==> src/rtl/xswitch_pkg.sv <==
// Shared definitions for the switch VC scheduler slice.
package xswitch_pkg;

  localparam int VCN_DEF     = 64;
  localparam int D_DEF       = 11;
  localparam int CREDITS_DEF = 4;

  localparam int VA = $clog2(VCN_DEF);
  localparam int CW = $clog2(CREDITS_DEF + 1);

  typedef logic [VA-1:0] vc_t;

endpackage

==> src/rtl/xvc_scheduler_arb.sv <==
// Combinational round-robin arbiter: rotate requests so ptr sits at bit 0,
// pick the lowest set bit, then map the offset back to an absolute index.
module xrr_arbiter #(
  parameter int N = 64
) (
  input  logic [N-1:0]         req,
  input  logic [$clog2(N)-1:0] ptr,
  output logic                 gnt_any,
  output logic [$clog2(N)-1:0] gnt_idx
);

  localparam int W = $clog2(N);

  logic [N-1:0] rot;
  logic [W-1:0] off;
  logic [W:0]   sum;

  // rotate, priority-encode, un-rotate
  always_comb begin
    rot = '0;
    for (int unsigned i = 0; i < N; i++)
      rot[i] = req[(i + 32'(ptr)) % N];
    gnt_any = |req;
    off = '0;
    for (int unsigned i = N; i > 0; i--)
      if (rot[i-1]) off = W'(i - 1);
    sum = {1'b0, ptr} + {1'b0, off};
    if (sum >= (W+1)'(N)) sum = sum - (W+1)'(N);
    gnt_idx = sum[W-1:0];
  end

endmodule

==> src/rtl/xvc_scheduler.sv <==
// Round-robin VC scheduler: pops one eligible VC per cycle from the upstream
// multi-VC FIFO into a single registered valid/ready output stage.
// Optional per-VC credit gating is compiled in with XVC_SCHED_CREDIT_EN.
module xvc_scheduler
  import xswitch_pkg::*;
#(
  parameter int VCN     = VCN_DEF,
  parameter int D       = D_DEF,
  parameter int CREDITS = CREDITS_DEF
) (
  input  logic                    clk,
  input  logic                    rstn,
  input  logic [VCN-1:0]          empty_n,
  input  logic [VCN*D-1:0]        q,
  output logic                    re,
  output logic [$clog2(VCN)-1:0]  r_vc,
  output logic                    o_valid,
  output logic [D-1:0]            o_data,
  output logic [$clog2(VCN)-1:0]  o_vc,
  input  logic                    o_ready,
  input  logic                    crd_vld,
  input  logic [$clog2(VCN)-1:0]  crd_vc
);

  localparam int LA = $clog2(VCN);

  logic [VCN-1:0] elig;
  logic [LA-1:0]  rr_ptr;
  logic           gnt_any;
  logic [LA-1:0]  gnt_idx;
  logic           slot_free;

`ifdef XVC_SCHED_CREDIT_EN
  localparam int CL = $clog2(CREDITS + 1);

  logic [CL-1:0]  crd_cnt [VCN];
  logic [VCN-1:0] take;
  logic [VCN-1:0] give;

  // per-VC grant/return decode and credit-gated eligibility
  always_comb begin
    take = '0;
    give = '0;
    elig = '0;
    for (int unsigned v = 0; v < VCN; v++) begin
      take[v] = re && (r_vc == LA'(v));
      give[v] = crd_vld && (crd_vc == LA'(v));
      elig[v] = empty_n[v] && (crd_cnt[v] != '0);
    end
  end

  // credit counters; simultaneous grant and return cancel, returns saturate
  always_ff @(posedge clk or negedge rstn) begin
    if (!rstn) begin
      for (int unsigned v = 0; v < VCN; v++) crd_cnt[v] <= CL'(CREDITS);
    end else begin
      for (int unsigned v = 0; v < VCN; v++) begin
        if (take[v] && !give[v])
          crd_cnt[v] <= crd_cnt[v] - CL'(1);
        else if (give[v] && !take[v] && crd_cnt[v] != CL'(CREDITS))
          crd_cnt[v] <= crd_cnt[v] + CL'(1);
      end
    end
  end
`else
  logic unused_crd;

  // without credits every non-empty VC is eligible
  always_comb begin
    elig       = empty_n;
    unused_crd = ^{crd_vld, crd_vc};
  end
`endif

  xrr_arbiter #(.N(VCN)) u_arb (
    .req     (elig),
    .ptr     (rr_ptr),
    .gnt_any (gnt_any),
    .gnt_idx (gnt_idx)
  );

  // grant whenever something is eligible and the output slot can take it
  always_comb begin
    slot_free = ~o_valid | o_ready;
    re        = gnt_any & slot_free;
    r_vc      = gnt_idx;
  end

  // output stage and round-robin pointer
  always_ff @(posedge clk or negedge rstn) begin
    if (!rstn) begin
      o_valid <= 1'b0;
      o_data  <= '0;
      o_vc    <= '0;
      rr_ptr  <= '0;
    end else if (re) begin
      o_valid <= 1'b1;
      o_data  <= q[int'(r_vc)*D +: D];
      o_vc    <= r_vc;
      rr_ptr  <= (r_vc == LA'(VCN - 1)) ? '0 : r_vc + LA'(1);
    end else if (o_ready) begin
      o_valid <= 1'b0;
    end
  end

endmodule
==> config.mk <==
export PLATFORM = sky130hd
export DESIGN_NAME = xvc_scheduler
export DESIGN_NICKNAME = d
export VERILOG_FILES = /design/src/rtl/xswitch_pkg.sv /design/src/rtl/xvc_scheduler_arb.sv /design/src/rtl/xvc_scheduler.sv
export SDC_FILE = /design/constraint.sdc
export NUM_CORES = 1
export LEC_CHECK = 0
export BUFFER_PORTS_ARGS = -buffer_cell sky130_fd_sc_hd__buf_2
export CAP_MARGIN = 20
export CORE_AREA = 3 3 315 317
export DETAILED_ROUTE_END_ITERATION = 12
export DIE_AREA = 0 0 318 320
export HOLD_SLACK_MARGIN = 0.15
export SKIP_LAST_GASP = 1
export SYNTH_ARGS = -nofsm -noshare
export SYNTH_HDL_FRONTEND = slang
export SYNTH_SLANG_ARGS = --single-unit
==> constraint.sdc <==
create_clock -name clk -period 10.3 [get_ports clk]
set_input_delay 1.03 -clock clk [delete_from_list [all_inputs] [get_ports clk]]
set_output_delay 1.03 -clock clk [all_outputs]
set_load 0.02 [all_outputs]
=== Yosys cells after proc, flatten, opt, wreduce, memory -nomap -nowiden ===
Index checks and enable logic that the tools add are counted.

* Bits in registers: 24
* Bits of input ports: 778
* Logic and storage cells: 339

* $add $sub $neg: 66
* Magnitude comparators: 65
* Bitwise operators: 3
* Reductions and logical operators: 2
* Multiplexer cells: 196
* Eq/ne operators: 1
* Shift operators: 1
* Multipliers: 1

{| class="wikitable"
|+ Operators by type and width
! cell !! count
|-
| $shiftx 704x11->11 || 1
|-
| $lt 6x7->1 const B || 64
|-
| $mux 6 || 66
|-
| $bmux 1 s6 || 64
|-
| $add 6x6->6 const A || 32
|-
| $add 5x6->6 const A || 16
|-
| $mux 1 || 66
|-
| $reduce_or 64->1 || 1
|-
| $add 4x6->6 const A || 8
|-
| $add 3x6->6 const A || 4
|-
| $add 2x6->6 const A || 2
|-
| $mul 6x4->10 const B || 1
|-
| $add 6x6->7 || 1
|-
| $ge 7x7->1 const B || 1
|-
| $add 1x6->6 const A || 1
|-
| $add 6x1->6 const B || 1
|-
| $eq 6x6->1 const B || 1
|-
| $sub 6x1->6 const B || 1
|-
| $reduce_bool 2->1 || 1
|-
| $and 1x1->1 || 1
|-
| $not 1->1 || 1
|-
| $or 1x1->1 || 1
|}

=== Longest topological paths before layout ===
Gate-level depths: netlist (run 1).

* Depth after elaboration: 72
* Gate-level depth with buffers: 31
* Gate-level depth less buffers: 24

=== By module ===
Synthesis (run 1) repeated with hierarchy kept, for this count alone.

* Cell total of the unflattened synthesis: 1315
* Area, all modules: 15496.1 µm²

{| class="wikitable"
|+ Modules (own cells, without submodules)
! module !! area each (µm²) !! cells an instance !! times used
|-
| xrr_arbiter || 8827.2 || 768 || 1
|-
| xvc_scheduler || 6668.9 || 547 || 1
|}

=== Worst setup path after synthesis (run 1) ===
No wires, ideal clock.

* Path type: reg-to-output
* Start: reg rr_ptr[2]
* End: out r_vc[2]
* Stages on the path, launching flop included: 20
* Slack: 2.554 ns
* Arrival time: 6.716 ns
* Buffers on the path: 7
* Data required time: 9.270 ns
* Path through: dfrtp_1 buf_2 buf_1 buf_1 inv_1 ha_1 clkbuf_1 buf_1 mux4_2 mux4_2 mux4_2 or3_1 nand4b_1 nor3_1 a21oi_1 fa_1 xnor2_1 buf_1 buf_1 inv_1

* Cells in the longest elaborated chain, start to end: 70
* Elaborated cells between the ends (all ways): 259
* Classes of those cells: add/sub (65); order compare (1); mux (193)

{| class="wikitable"
|+ Ends and longest elaborated chain
! element !! line !! RTL
|-
| start, declared || xvc_scheduler.sv:28 || <nowiki>logic [LA-1:0] rr_ptr;</nowiki>
|-
| start signal, assigned || xvc_scheduler.sv:100 || <nowiki>rr_ptr <= (r_vc == LA'(VCN - 1)) ? '0 : r_vc + LA'(1);</nowiki>
|-
| $add 6x6->6 || xvc_scheduler_arb.sv:22 || <nowiki>rot[i] = req[(i + 32'(ptr)) % N];</nowiki>
|-
| $bmux 1 s6 || xvc_scheduler_arb.sv:22 ||
|-
| $mux 1 (not written as such) || xvc_scheduler_arb.sv:22 ||
|-
| $mux 6 (64 in a row) || xvc_scheduler_arb.sv:26 || <nowiki>if (rot[i-1]) off = W'(i - 1);</nowiki>
|-
| $add 6x6->7 (*) || xvc_scheduler_arb.sv:27 || <nowiki>sum = {1'b0, ptr} + {1'b0, off};</nowiki>
|-
| $sub 6x1->6 or $ge 7x7->1 (tied branches) || xvc_scheduler_arb.sv:28 || <nowiki>if (sum >= (W+1)'(N)) sum = sum - (W+1)'(N);</nowiki>
|-
| $mux 6 (*) || xvc_scheduler_arb.sv:28 ||
|-
| end, declared || xvc_scheduler.sv:16 || <nowiki>output logic [$clog2(VCN)-1:0] r_vc,</nowiki>
|}

Every way passes the cells marked *; elsewhere a longest branch is shown, timed or not. The select of a mux whose other input is x is not followed.

=== Worst setup path after layout (run 1) ===
* Start: reg rr_ptr[0]
* End: reg o_data[9]

* Cells in the longest elaborated chain, start to end: 72
* Elaborated cells between the ends (all ways): 261
* Classes of those cells: add/sub (65); mul (1); order compare (1); shift (1); mux (193)

{| class="wikitable"
|+ Ends and longest elaborated chain
! element !! line !! RTL
|-
| $add 6x6->6 || xvc_scheduler_arb.sv:22 ||
|-
| $bmux 1 s6 || xvc_scheduler_arb.sv:22 ||
|-
| $mux 1 (not written as such) || xvc_scheduler_arb.sv:22 ||
|-
| $mux 6 (64 in a row) || xvc_scheduler_arb.sv:26 ||
|-
| $add 6x6->7 (*) || xvc_scheduler_arb.sv:27 ||
|-
| $sub 6x1->6 or $ge 7x7->1 (tied branches) || xvc_scheduler_arb.sv:28 ||
|-
| $mux 6 (*) || xvc_scheduler_arb.sv:28 ||
|-
| $mul 6x4->10 (*) || xvc_scheduler.sv:98 || <nowiki>o_data <= q[int'(r_vc)*D +: D];</nowiki>
|-
| $shiftx 704x11->11 (*) || xvc_scheduler.sv:98 ||
|-
| end signal, assigned || xvc_scheduler.sv:98 ||
|-
| end, declared || xvc_scheduler.sv:18 || <nowiki>output logic [D-1:0] o_data,</nowiki>
|}

Marks and branches as above.
A chain may end at the register's enable or synchronous reset.

==> metrics.cfg, run 1 <==
[timing]
finalCritPeriodShare=0.8576
rsz0062_at_grt=false
slew_headroom=0.2603
tightestPinTransition_ps=1106
hold_viol_final=0
fmax_mhz=113.2
slew_violations=0
clock-skew-final_ps=23.15
setup_viol=0
timing.hold.ws_ps=492.6
finalSetupTns_ps=0
fin_crit_ps=8833

[cts]
worstSkewPairLatency_ps=300
cts_resized=0
cts_tree=done
h-tree-depth=1
cts_sinks=24
cts_buffer_depth=2
cts-hold-fix-buffers=0
post_cts_buffers=0
clk_pin_slew_ps=100
cts_buffers=3
cts_root_buffer=clkbuf_16

[drt]
drt-initial-drc-count=2417
routed_via_density=5.178
wire_per_inst_um=30.65
antenna_left=0
vias=17160
drc=0
drt_wl_total_mm=101.5
dr.pass1.iters=7

[global_routing]
grtUsageMet2=0.2842
grt_max_degree=58
use_met3=0.07714
grt_pass1_wl_mm=134.7
grt_use_met1=0.2414
overflow=0
grt_pass1_vias=16300
busiest_layer=met2
antenna_found_initial=55
grt_usage=0.1878

[synth]
synth_area_leaders=mux4_2 56%, mux2i_1 12%, dfrtp_1 4.0%
synth_ff_type=dfrtp_1
synth.distinct_cells=68
synth-seq-cells=24
synth_most_common_cell=mux4_2
syn_area_um2=15050
yosysTopAreaCellShare=0.5552
synth_common_cells=371 x mux4_2, 178 x mux2i_1, 87 x nand2_1
syn-num-nets=2071
synth-edff-count=0
ys_seq_area_frac=0.03991
synth-async-reset-ratio=1.000
netlist_instances=1268
syn_avg_cell_area_um2=11.87
ys_warn_count=0
yosys.area.top_type=mux4_2

[cells_and_area]
nets=2805
area_growth_pct=38.07
stdcell_area_um2=20780
layout-drive-gt1-share=0.6422

[floorplanning]
die-area_um2=101800
row_count=114
die_y_um=320
initial_core_util=0.1558
fp.dieW_um=318
core_um2=96570
io_pins=803

[worst_setup_path]
slowest_delay_ps=1030
start_kind=register
crit_path_frequent_cell=mux4_2
cp_max_fo=44
cp.arrival_ps=9000
slowest_stage=fa_4
path_cells=inv_4, ha_2, buf_4, mux2i_1, mux2_2, o22ai_1, a221o_1, mux4_2, a21o_1, a2111oi_0, a21oi_1, o41ai_1, a21oi_1, ha_4, fa_4, buf_4, mux4_2, mux4_2, mux2i_1, nor2_1, nand2_1, nand4_1
cp-end-kind=register
critical_path_class=reg2reg
reg2reg_depth=22
required_ps=10460
reg2reg_slack_ps=1470

[place]
place_hpwl_mm=87.56
placed_cell_area_um2=20580
place.gp.congestion=0.9935
io_buffers=795

[min_path]
hold_class=reg2reg
hold_depth=2

[run_status]
outcome=finished, final reports clean

[run]
maxCapViolations=0

==> flip-flops by register name, summed over array words and instances (netlist names) <==
register,flops
o_data,11
o_valid,1
o_vc,6
rr_ptr,6
==> area by class of cell <==
cell class,count,area [um2]
well taps,1276,1597
flip-flops and latches,24,605.6
fillers,10540,75790
repair buffers,842,4382
clock buffers,4,88.84
diodes,36,90.09
multi-input cells,1111,13940
inverters,20,77.57
==> cells by family (layout without fill, tap and decap cells) <==
kind of cell | count (synthesis) | in the layout | share of synthesized area
simple gates | 300 | 300 | 0.09802
compound gates | 124 | 124 | 0.05371
other cells | 0 | 36 | 0
mux | 597 | 597 | 0.7095
buf+inv | 133 | 866 | 0.03750
xor+xnor | 65 | 65 | 0.04007
flops | 24 | 24 | 0.03991
fa+ha+maj | 25 | 25 | 0.02128
==> critical path: cells and delay by family, from the launching register on <==
kind | cells | cell delay (ps)
AOI/OAI and AO/OA | 7 | 1580
DFF | 1 | 650
and+or+nand+nor | 3 | 290
adders and majority gates | 3 | 2220
muxes | 6 | 2560
buffers and inverters | 3 | 1320
==> metrics by stage <==
step                cells  worst slack (ps)  utilization
floorplan            1268              2554            -
global placement     3270              1601       0.2131
detailed placement   3270              1533       0.2131
CTS                  3274              1482       0.2140
global route         3293              1014       0.2147
finish               3313              1467       0.2152
==> cell usage in the layout (no fill, tap or decap), types with 18 or more instances in the layout <==
cell type | netlist | layout
xnor2_1 | 55 | 52
dfrtp_1 | 24 | 22
nor2_1 | 76 | 76
buf_2 | 23 | 795
nor4_1 | 23 | 23
nand4_1 | 23 | 23
nand3_1 | 21 | 21
mux2i_1 | 178 | 178
diode_2 | 0 | 36
a21oi_1 | 43 | 43
nand2_1 | 87 | 87
ha_1 | 24 | 22
mux2_2 | 46 | 46
mux4_2 | 371 | 371
buf_4 | 5 | 43
nor2b_1 | 18 | 18
==> per-layer routing <==
metal,vias to the layer above,wire [um]
met1,8712,39530
met4,18,4402
li1,6913,-
met3,163,12820
met5,-,110
met2,1350,44660
==> final timing paths <==
check | startpoint | to
worst max-delay path | rr_ptr[0] | o_data[9]
worst min register to register | o_vc[0] | o_vc[0]
worst max register to register | rr_ptr[0] | o_data[9]
min in group asynchronous | rstn | o_vc[5]
worst min-delay path | o_vc[0] | o_vc[0]
max in group asynchronous | rstn | rr_ptr[1]
Power of run 1 is not shown: default switching activity piles up to over one toggle a cycle in this logic, so the estimate is an artifact.
==> run 2: changes to the inputs <==
- ABC_AREA: not set -> 1
- CORE_AREA: 3 3 315 317 -> 3 3 316 318
- DIE_AREA: 0 0 318 320 -> 0 0 319 321
==> run 2 against run 1 <==
Compared with the run above:
- synthesized area down 9.1%
- worst hold slack worse by 8.1 ps
- setup slack worse by 550 ps
- flip-flop and latch count unchanged
- first-iteration DRC count up 18%
- wire length up 14%
- synthesized cell count up 120%
- cell area up 2.4%
- critical endpoint is now o_data[6]
==> metrics.cfg, run 2 <==
[run_status]
outcome=finished, final reports clean

[cells_and_area]
regMostFlops=o_data
area_growth_pct=55.55
stdcell_area_um2=21270
layout-drive-gt1-share=0.3172
largest_reg_flops=11
post-route-util=0.2196
reg_top3=o_data x11, o_vc x6, rr_ptr x6
nets=4439
final_common_cell=buf_2
mostFrequentLayoutCells=794 x buf_2, 622 x nand2_1, 463 x nor2_1

[cts]
worstSkewPairLatency_ps=290
cts_buffer_depth=2
cts-hold-fix-buffers=0
cts_root_buffer=clkbuf_16
cts_tree=done
cts_buffers=3
h-tree-depth=1
cts_sinks=24
clk_pin_slew_ps=80

[drt]
drt_wl_total_mm=116.1
antenna_left=0
drt-initial-drc-count=2844
vias=24130
routed_via_density=4.884
dr.pass1.iters=6
wire_per_inst_um=23.51
drc=0

[run]
maxCapViolations=0

[synth]
ys_seq_area_frac=0.04392
syn_area_um2=13680
synth_most_common_cell=nand2_1
synth_ff_type=dfrtp_1
synth_area_leaders=nand2_1 17%, o21ai_0 17%, nand3_1 13%
yosys.area.top_type=nand2_1
syn_avg_cell_area_um2=4.998
syn-num-nets=3539
netlist_instances=2736
synth-seq-cells=24
ys_warn_count=0
synth_common_cells=623 x nand2_1, 463 x nor2_1, 457 x o21ai_0
synth-async-reset-ratio=1.000
synth.distinct_cells=45
synth-edff-count=0
yosysTopAreaCellShare=0.1710

[timing]
slew_headroom=0.4511
tightestPinTransition_ps=818.4
slew_violations=0
fin_crit_ps=9387
fmax_mhz=106.5
setup_ws_ps=912.5
clock-skew-final_ps=7.137
finalCritPeriodShare=0.9114
finalSetupTns_ps=0
rsz0062_at_grt=false
setup_viol=0
hold_viol_final=0

[global_routing]
overflow=0
grt_pass1_wl_mm=156.3
grt_usage=0.2107
grt_max_degree=99
antenna_found_initial=58
grt_pass1_vias=21790

[floorplanning]
die_y_um=321
initial_core_util=0.1412
core_um2=96850
row_count=114
fp.dieW_um=319
die-area_um2=102400
io_pins=803

[worst_setup_path]
cp_max_fo=41
worstReg2RegStart=rr_ptr[0]
slowest_delay_ps=870
crit_path_frequent_cell=nand2_1
r2r_end=o_data[6]
start_kind=register
critical_path_class=reg2reg
reg2reg_depth=84
required_ps=10480
reg2reg_slack_ps=910
cp.arrival_ps=9560
cp-end-kind=register
slowest_stage=fa_4

[place]
io_buffers=795
place_hpwl_mm=101.0
place_ws_ps=870.2
place.gp.congestion=1.031
placed_cell_area_um2=21090

[min_path]
hold_depth=2
hold_class=reg2reg
min_from=o_data[7]
hold_end=o_data[7]

[run 2: repair_timing]
item	CTS	global route
endpoints found under the setup margin	0	4
setup buffers	0	0
gates resized for setup	0	3
[run 2: cell type report]
type	instances	area, um2
Multi-Input combinational cell	2373	11760
Antenna cell	30	75.07
Tap cell	1276	1597
Sequential cell	24	603.1
Fill cell	11360	75580
Timing Repair Buffer	1108	6660
Inverter	126	486.7
Clock buffer	4	88.84
[run 2: routing by layer]
metal	GRT usage	vias up	part of all wire
li1	-	11350	-
met1	0.2593	11260	0.39
met2	0.3668	1311	0.48
met3	0.03951	195	0.083
met4	0.07445	16	0.044
met5	0	-	0.00083
[run 2: how the worst max path moves through the flow]
stage               from        end  cells after the start
2_1_floorplan  rr_ptr[2]    r_vc[5]                     83
3_3_place_gp   rr_ptr[0]  o_data[2]                     81
3_5_place_dp   rr_ptr[0]  o_data[2]                     81
4_1_cts        rr_ptr[0]  o_data[2]                     81
5_1_grt        rr_ptr[2]  o_data[2]                     82
6_report       rr_ptr[0]  o_data[6]                     84
[run 2: cells by family after synthesis]
logic type / after synthesis / synth area share
and+or+nand+nor: 1486 / 0.4497
xor gates and xnor gates: 48 / 0.03239
muxes: 7 / 0.005124
AOI/OAI and AO/OA: 807 / 0.3446
DFF: 24 / 0.04392
adders and majority gates: 25 / 0.02342
buffers and inverters: 339 / 0.1008
[run 2: metrics by stage]
step	hold slack, ps	instances
2_1_floorplan	591.4	2736
3_3_place_gp	466.9	4907
3_5_place_dp	460.2	4907
4_1_cts	492.2	4911
5_1_grt	507.6	4926
6_report	484.5	4941
[run 2: worst max-delay path, delay by kind of cell, from the launching register on]
kind / cells / cell delay, ps
flops: 1 / 490
fa+ha+maj: 3 / 1450
simple gates: 63 / 4090
compound gates: 8 / 1620
buf+inv: 10 / 1540
Power of run 2 is left out for the same reason.
